[config.mk]
export PLATFORM = sky130hd
export DESIGN_NAME = keypad_responder_flat
export DESIGN_NICKNAME = d
export VERILOG_FILES = /design/src/rtl/keypad_pkg.sv /design/src/rtl/keypad_responder_if.sv /design/src/rtl/keypad_bounce_gen.sv /design/src/rtl/keypad_responder.sv /design/src/flat_wrapper.sv
export SDC_FILE = /design/constraint.sdc
export NUM_CORES = 1
export LEC_CHECK = 0
export CAP_MARGIN = 25
export CELL_PAD_IN_SITES_DETAIL_PLACEMENT = 1
export CELL_PAD_IN_SITES_GLOBAL_PLACEMENT = 2
export CORE_UTILIZATION = 35
export DETAILED_ROUTE_END_ITERATION = 16
export PLACE_DENSITY_LB_ADDON = 0.15
export SYNTH_ARGS = -nofsm -noshare
export SYNTH_HDL_FRONTEND = slang
export SYNTH_HIERARCHICAL = 1
export SYNTH_SLANG_ARGS = --single-unit
[constraint.sdc]
create_clock -name clk -period 2.7 [get_ports clk]
set_input_delay 0.54 -clock clk [delete_from_list [all_inputs] [get_ports clk]]
set_output_delay 0.54 -clock clk [all_outputs]
set_load 0.03 [all_outputs]
[src/rtl/keypad_pkg.sv]
// rtl/keypad_pkg.sv - keypad responder shared types, constants and key position map
package keypad_pkg;

    localparam int ROWS = 4;
    localparam int COLS = 4;

    typedef enum logic [1:0] {
        IDLE    = 2'd0,
        PRESS   = 2'd1,
        RELEASE = 2'd2
    } state_t;

    // Bit indices on the active-low buses: row[3] is the top row, col[3] the leftmost column
    typedef struct packed {
        logic [1:0] row;
        logic [1:0] col;
    } key_pos_t;

    // Physical layout, top to bottom: 1 2 3 A / 4 5 6 B / 7 8 9 C / 0 F E D
    function automatic key_pos_t key_to_pos(input logic [3:0] key);
        key_pos_t pos;
        case (key)
            4'h1:    pos = '{row: 2'd3, col: 2'd3};
            4'h2:    pos = '{row: 2'd3, col: 2'd2};
            4'h3:    pos = '{row: 2'd3, col: 2'd1};
            4'hA:    pos = '{row: 2'd3, col: 2'd0};
            4'h4:    pos = '{row: 2'd2, col: 2'd3};
            4'h5:    pos = '{row: 2'd2, col: 2'd2};
            4'h6:    pos = '{row: 2'd2, col: 2'd1};
            4'hB:    pos = '{row: 2'd2, col: 2'd0};
            4'h7:    pos = '{row: 2'd1, col: 2'd3};
            4'h8:    pos = '{row: 2'd1, col: 2'd2};
            4'h9:    pos = '{row: 2'd1, col: 2'd1};
            4'hC:    pos = '{row: 2'd1, col: 2'd0};
            4'h0:    pos = '{row: 2'd0, col: 2'd3};
            4'hF:    pos = '{row: 2'd0, col: 2'd2};
            4'hE:    pos = '{row: 2'd0, col: 2'd1};
            default: pos = '{row: 2'd0, col: 2'd0};
        endcase
        return pos;
    endfunction

endpackage

[src/rtl/keypad_responder_if.sv]
// rtl/keypad_responder_if.sv - keypad scan lines plus key injection handshake
interface keypad_responder_if;
    logic [3:0] col;
    logic [3:0] row;
    logic       inject_valid;
    logic [3:0] inject_key;
    logic       ready;
    logic       pressed;
    logic       done;

    modport master (
        output col, inject_valid, inject_key,
        input  row, ready, pressed, done
    );

    modport slave (
        input  col, inject_valid, inject_key,
        output row, ready, pressed, done
    );
endinterface

[src/rtl/keypad_bounce_gen.sv]
// rtl/keypad_bounce_gen.sv - contact bounce pattern at press start (built only with KEYPAD_BOUNCE_EN)
`ifdef KEYPAD_BOUNCE_EN
module keypad_bounce_gen #(
    parameter int CNT_W         = 24,
    parameter int BOUNCE_CYCLES = 20_000,
    parameter int BOUNCE_PERIOD = 1_000
) (
    input  logic [CNT_W-1:0] count,
    output logic             contact
);
    logic [CNT_W-1:0] slot;

    // Contact starts closed and flips every BOUNCE_PERIOD counts, then stays closed
    always_comb begin
        slot    = count / CNT_W'(BOUNCE_PERIOD);
        contact = 1'b1;
        if (count < CNT_W'(BOUNCE_CYCLES)) begin
            contact = ~slot[0];
        end
    end
endmodule
`endif

[src/rtl/keypad_responder.sv]
// rtl/keypad_responder.sv - PmodKYPD responder emulator; optional bounce via KEYPAD_BOUNCE_EN
module keypad_responder
    import keypad_pkg::*;
#(
    parameter int HOLD_CYCLES    = 1_000_000,
    parameter int RELEASE_CYCLES = 500_000,
    parameter int BOUNCE_CYCLES  = 20_000,
    parameter int BOUNCE_PERIOD  = 1_000,
    parameter int CNT_W          = 24
) (
    input  logic                clk,
    input  logic                Rst,
    keypad_responder_if.slave   kp
);
    state_t           state_q, state_d;
    logic [CNT_W-1:0] count_q, count_d;
    logic [3:0]       key_q, key_d;
    logic             done;
    logic             contact;
    logic             pressed;
    logic [3:0]       row;
    key_pos_t         pos;

    // Phase register; async reset drops the key immediately
    always_ff @(posedge clk or posedge Rst) begin
        if (Rst) begin
            state_q <= IDLE;
            count_q <= '0;
            key_q   <= 4'h0;
        end else begin
            state_q <= state_d;
            count_q <= count_d;
            key_q   <= key_d;
        end
    end

    // Phase sequencing: counter compared against terminal count, cleared on every transition
    always_comb begin
        state_d = state_q;
        count_d = count_q;
        key_d   = key_q;
        done    = 1'b0;
        case (state_q)
            IDLE: begin
                if (kp.inject_valid) begin
                    state_d = PRESS;
                    count_d = '0;
                    key_d   = kp.inject_key;
                end
            end
            PRESS: begin
                if (count_q == CNT_W'(HOLD_CYCLES - 1)) begin
                    state_d = RELEASE;
                    count_d = '0;
                end else begin
                    count_d = count_q + CNT_W'(1);
                end
            end
            RELEASE: begin
                if (count_q == CNT_W'(RELEASE_CYCLES - 1)) begin
                    state_d = IDLE;
                    count_d = '0;
                    done    = 1'b1;
                end else begin
                    count_d = count_q + CNT_W'(1);
                end
            end
            default: begin
                state_d = IDLE;
                count_d = '0;
            end
        endcase
    end

`ifdef KEYPAD_BOUNCE_EN
    keypad_bounce_gen #(
        .CNT_W         (CNT_W),
        .BOUNCE_CYCLES (BOUNCE_CYCLES),
        .BOUNCE_PERIOD (BOUNCE_PERIOD)
    ) u_bounce (
        .count   (count_q),
        .contact (contact)
    );
`else
    // Bounce settings only matter when the bounce generator is built
    logic unused_bounce_cfg;
    assign unused_bounce_cfg = ^{32'(BOUNCE_CYCLES), 32'(BOUNCE_PERIOD)};
    assign contact = 1'b1;
`endif

    // Row answer is combinational from the strobes so the scanner sees zero latency
    always_comb begin
        pos     = key_to_pos(key_q);
        pressed = (state_q == PRESS) && contact;
        row     = 4'hF;
        if (pressed && !kp.col[pos.col]) begin
            row[pos.row] = 1'b0;
        end
    end

    assign kp.row     = row;
    assign kp.ready   = (state_q == IDLE);
    assign kp.pressed = pressed;
    assign kp.done    = done;
endmodule

[src/flat_wrapper.sv]
// flat-port wrapper written by rule: the top's interface ports become plain ports
module keypad_responder_flat import keypad_pkg::*;
#(
    parameter int HOLD_CYCLES    = 1_000_000,
    parameter int RELEASE_CYCLES = 500_000,
    parameter int BOUNCE_CYCLES  = 20_000,
    parameter int BOUNCE_PERIOD  = 1_000,
    parameter int CNT_W          = 24
)
  (clk, Rst, kp_col, kp_inject_valid, kp_inject_key, kp_row, kp_ready, kp_pressed, kp_done);
  keypad_responder_if kp_i ();
  input  logic clk;
  input  logic Rst;
  input wire logic [$bits(kp_i.col)-1:0] kp_col;
  input wire logic [$bits(kp_i.inject_valid)-1:0] kp_inject_valid;
  input wire logic [$bits(kp_i.inject_key)-1:0] kp_inject_key;
  output wire logic [$bits(kp_i.row)-1:0] kp_row;
  output wire logic [$bits(kp_i.ready)-1:0] kp_ready;
  output wire logic [$bits(kp_i.pressed)-1:0] kp_pressed;
  output wire logic [$bits(kp_i.done)-1:0] kp_done;
  assign kp_i.col = kp_col;
  assign kp_i.inject_valid = kp_inject_valid;
  assign kp_i.inject_key = kp_inject_key;
  assign kp_row = kp_i.row;
  assign kp_ready = kp_i.ready;
  assign kp_pressed = kp_i.pressed;
  assign kp_done = kp_i.done;
  keypad_responder #(.HOLD_CYCLES(HOLD_CYCLES), .RELEASE_CYCLES(RELEASE_CYCLES), .BOUNCE_CYCLES(BOUNCE_CYCLES), .BOUNCE_PERIOD(BOUNCE_PERIOD), .CNT_W(CNT_W)) u_core (.clk(clk), .Rst(Rst), .kp(kp_i));
endmodule
==> qor.yml <==
outcome:
  status: "complete, no violations"
sta:
  rsz0062_at_grt: "yes"
  hold_violations: 0
  fmax_mhz: 384
  setup_violations: 0
  tightest_slew_ns: 0.401
  clock_skew_ns: 0.00811
  period_minus_slack_ns: 2.61
  drv_slew: 0
  min_period_over_period: 0.965
  relSlewSlack: 0.733
global_routing:
  first_global_vias: 1728
  grt_max_degree: 31
  gr-usage-all-layers: 0.201
  globalRouteOverflowTotal: 0
  grt_pass1_wl_microns: 8420
  antenna_found_initial: 0
logic_synthesis:
  ys.flop_type: "dfrtp_1"
  syn_avg_cell_area_sq_um: 8.88
  yosysMostFrequentCell: "dfrtp_1"
  synth_edf_count: 0
  synth_top_area_frac: 0.399
  seq_area_frac_synth: 0.399
  synthTopCellsByCount: "dfrtp_1 (30), nand2_1 (29), o21ai_0 (15)"
  netlist_area_sq_um: 1880
  synthArstFlopShare: 1.00
  synthCells: 212
  synth_top_cell_by_area: "dfrtp_1"
  syn_nets: 227
  netlist-cell-type-count: 42
  synthTopCellsByArea: "dfrtp_1 (40%), nand2_1 (5.8%), o21ai_0 (4.0%)"
  ys.warnings.count: 6
  synth-seq-cells: 30
run:
  max-cap-violations: 0
power:
  switching_power_mw: 0.775
  seqPwrFrac: 0.309
  p_comb_frac: 0.489
  p_int_mw: 1.09
  p_clk_frac: 0.202
  switching_share: 0.416
  powerDensity_nw_per_um2: 820
  vdd_drop_max_mv: 0.295
  leakagePower_nw: 0.923
die:
  die_w_microns: 75.3
  rows: 26
  start_util: 0.366
  die-area_sq_um: 5670
  ios: 18
  core_sq_um: 5140
  die_h_microns: 75.3
setup_path:
  end_kind: "output port"
  cp_max_fo: 4
  crit_path_start_kind: "register"
  cp_data_arrival_time_ns: 2.07
  criticalPathCategory: "register to output port"
  required_ns: 2.16
routing:
  vias: 1719
  detail-route-antenna-nets: 0
  wl_per_cell_microns: 16.7
  routed_wl_microns: 5140
  first_pass_iters: 4
  drc: 0
  avgViaCountPerCell: 5.60
  initialDrtViolationCount: 32
layout:
  drive_gt1_frac: 0.148
  final_nets: 251
  post-route-util: 0.442
  antenna_cells: 0
  area_delta_synth_final_pct: 20.8
  instances_no_fill: 307
placement:
  gp_congestion: 0.856
  dp_hpwl_microns: 3720
  port_buffers: 17
  dp.cells: 298
clock_network:
  htree_levels: 2
  cts.path.max_buffers: 2
  root_buffer: "clkbuf_8"
  cts_sinks: 30
  hold_buffers: 0
  cts_tree: "built"
  clk_pin_slew_worst_paths_ns: 0.06
  insertion_delay_ns: 0.29
  cts_buffers: 5
hold_path:
  min_path_type: "register to register"
==> critical path: stages (launching register included) <==
cell and delay (ns):
dfrtp_1 0.42, ha_4 0.17, nor4b_4 0.22, nand3_2 0.12, or4_4 0.57, nor2_1 0.11, buf_4 0.17
==> power groups by stage <==
stage | logic [mW] | registers, mW | clock network, mW
4_1_cts | 0.914 | 0.576 | 0.390
6_report | 0.912 | 0.576 | 0.377
2_1_floorplan | 0.674 | 0.553 | 0
3_3_place_gp | 0.862 | 0.579 | 0
5_1_grt | 1.02 | 0.583 | 0.406
3_5_place_dp | 0.911 | 0.584 | 0
==> what timing repair did <==
item | CTS | global route
pin swaps | 0 | 1
setup endpoints to repair | 2 | 2
buffers inserted | 0 | 1
resized for setup | 4 | 7
==> worst paths after layout <==
path                                      endpoint         startpoint  cells after the start  slack [ns]
worst min register to register   u_core/state_q[1]  u_core/state_q[1]                      1        0.54
worst max-delay path                       kp_done  u_core/count_q[1]                      6        0.09
worst min-delay path             u_core/state_q[1]  u_core/state_q[1]                      1        0.54
max in group asynchronous       u_core/count_q[12]                Rst                      3        1.74
min in group asynchronous       u_core/count_q[20]                Rst                      3        0.63
worst max register to register   u_core/count_q[4]  u_core/count_q[1]                      8        0.27
==> cell usage in the layout (no fill, tap or decap), drive strengths merged, types with 5 or more instances in the layout <==
cell / n
a21o: 5
a21oi: 11
a31oi: 11
and3: 7
buf: 15
clkbuf: 8
clkdlybuf4s50: 12
dfrtp: 30
inv: 5
mux2: 5
nand2: 29
nand3: 10
nand3b: 5
nand4: 6
nor2: 11
o21ai: 15
xor2: 6
==> layout make-up <==
class	instances	area, sq um
Multi-Input combinational cell	166	1090
Clock inverter	1	5.00
Fill cell	657	2870
Tap cell	70	87.6
Inverter	5	18.8
Sequential cell	30	752
Timing Repair Buffer	28	238
Clock buffer	7	86.3
==> kinds of logic after synthesis <==
logic type,count (synthesis),share of synthesized area
adders and majority gates,4,0.0266
and+or+nand+nor,93,0.269
muxes,5,0.0299
xor gates and xnor gates,9,0.0419
DFF,30,0.399
AOI/OAI and AO/OA,55,0.186
buffers and inverters,16,0.0479
==> routing by layer <==
metal  GRT usage  vias to the layer above  share of wire
li1            -                      827              -
met1       0.241                      859           0.44
met2       0.358                       26           0.51
met3      0.0370                        7          0.034
met4      0.0741                        0          0.013
met5           0                        -              0
==> sequential cells by signal, summed over array words and instances, names as in the netlist <==
register        cells
u_core/count_q     24
u_core/key_q        4
u_core/state_q      2
==> through the flow <==
stage	cell area, sq um	worst slack (ns)	total power [mW]	TNS (ns)	hold WS (ns)
after detailed placement	2130	-0.241	1.49	-0.241	0.486
after global placement	2130	-0.174	1.44	-0.174	0.474
final	2270	0.0942	1.86	0	0.539
after global routing	2270	-0.0481	2.00	-0.0481	0.560
after floorplan	1880	0.304	1.23	0	0.451
after CTS	2230	0.000484	1.88	0	0.515
Note: power is estimated with default switching activity, not from simulation.
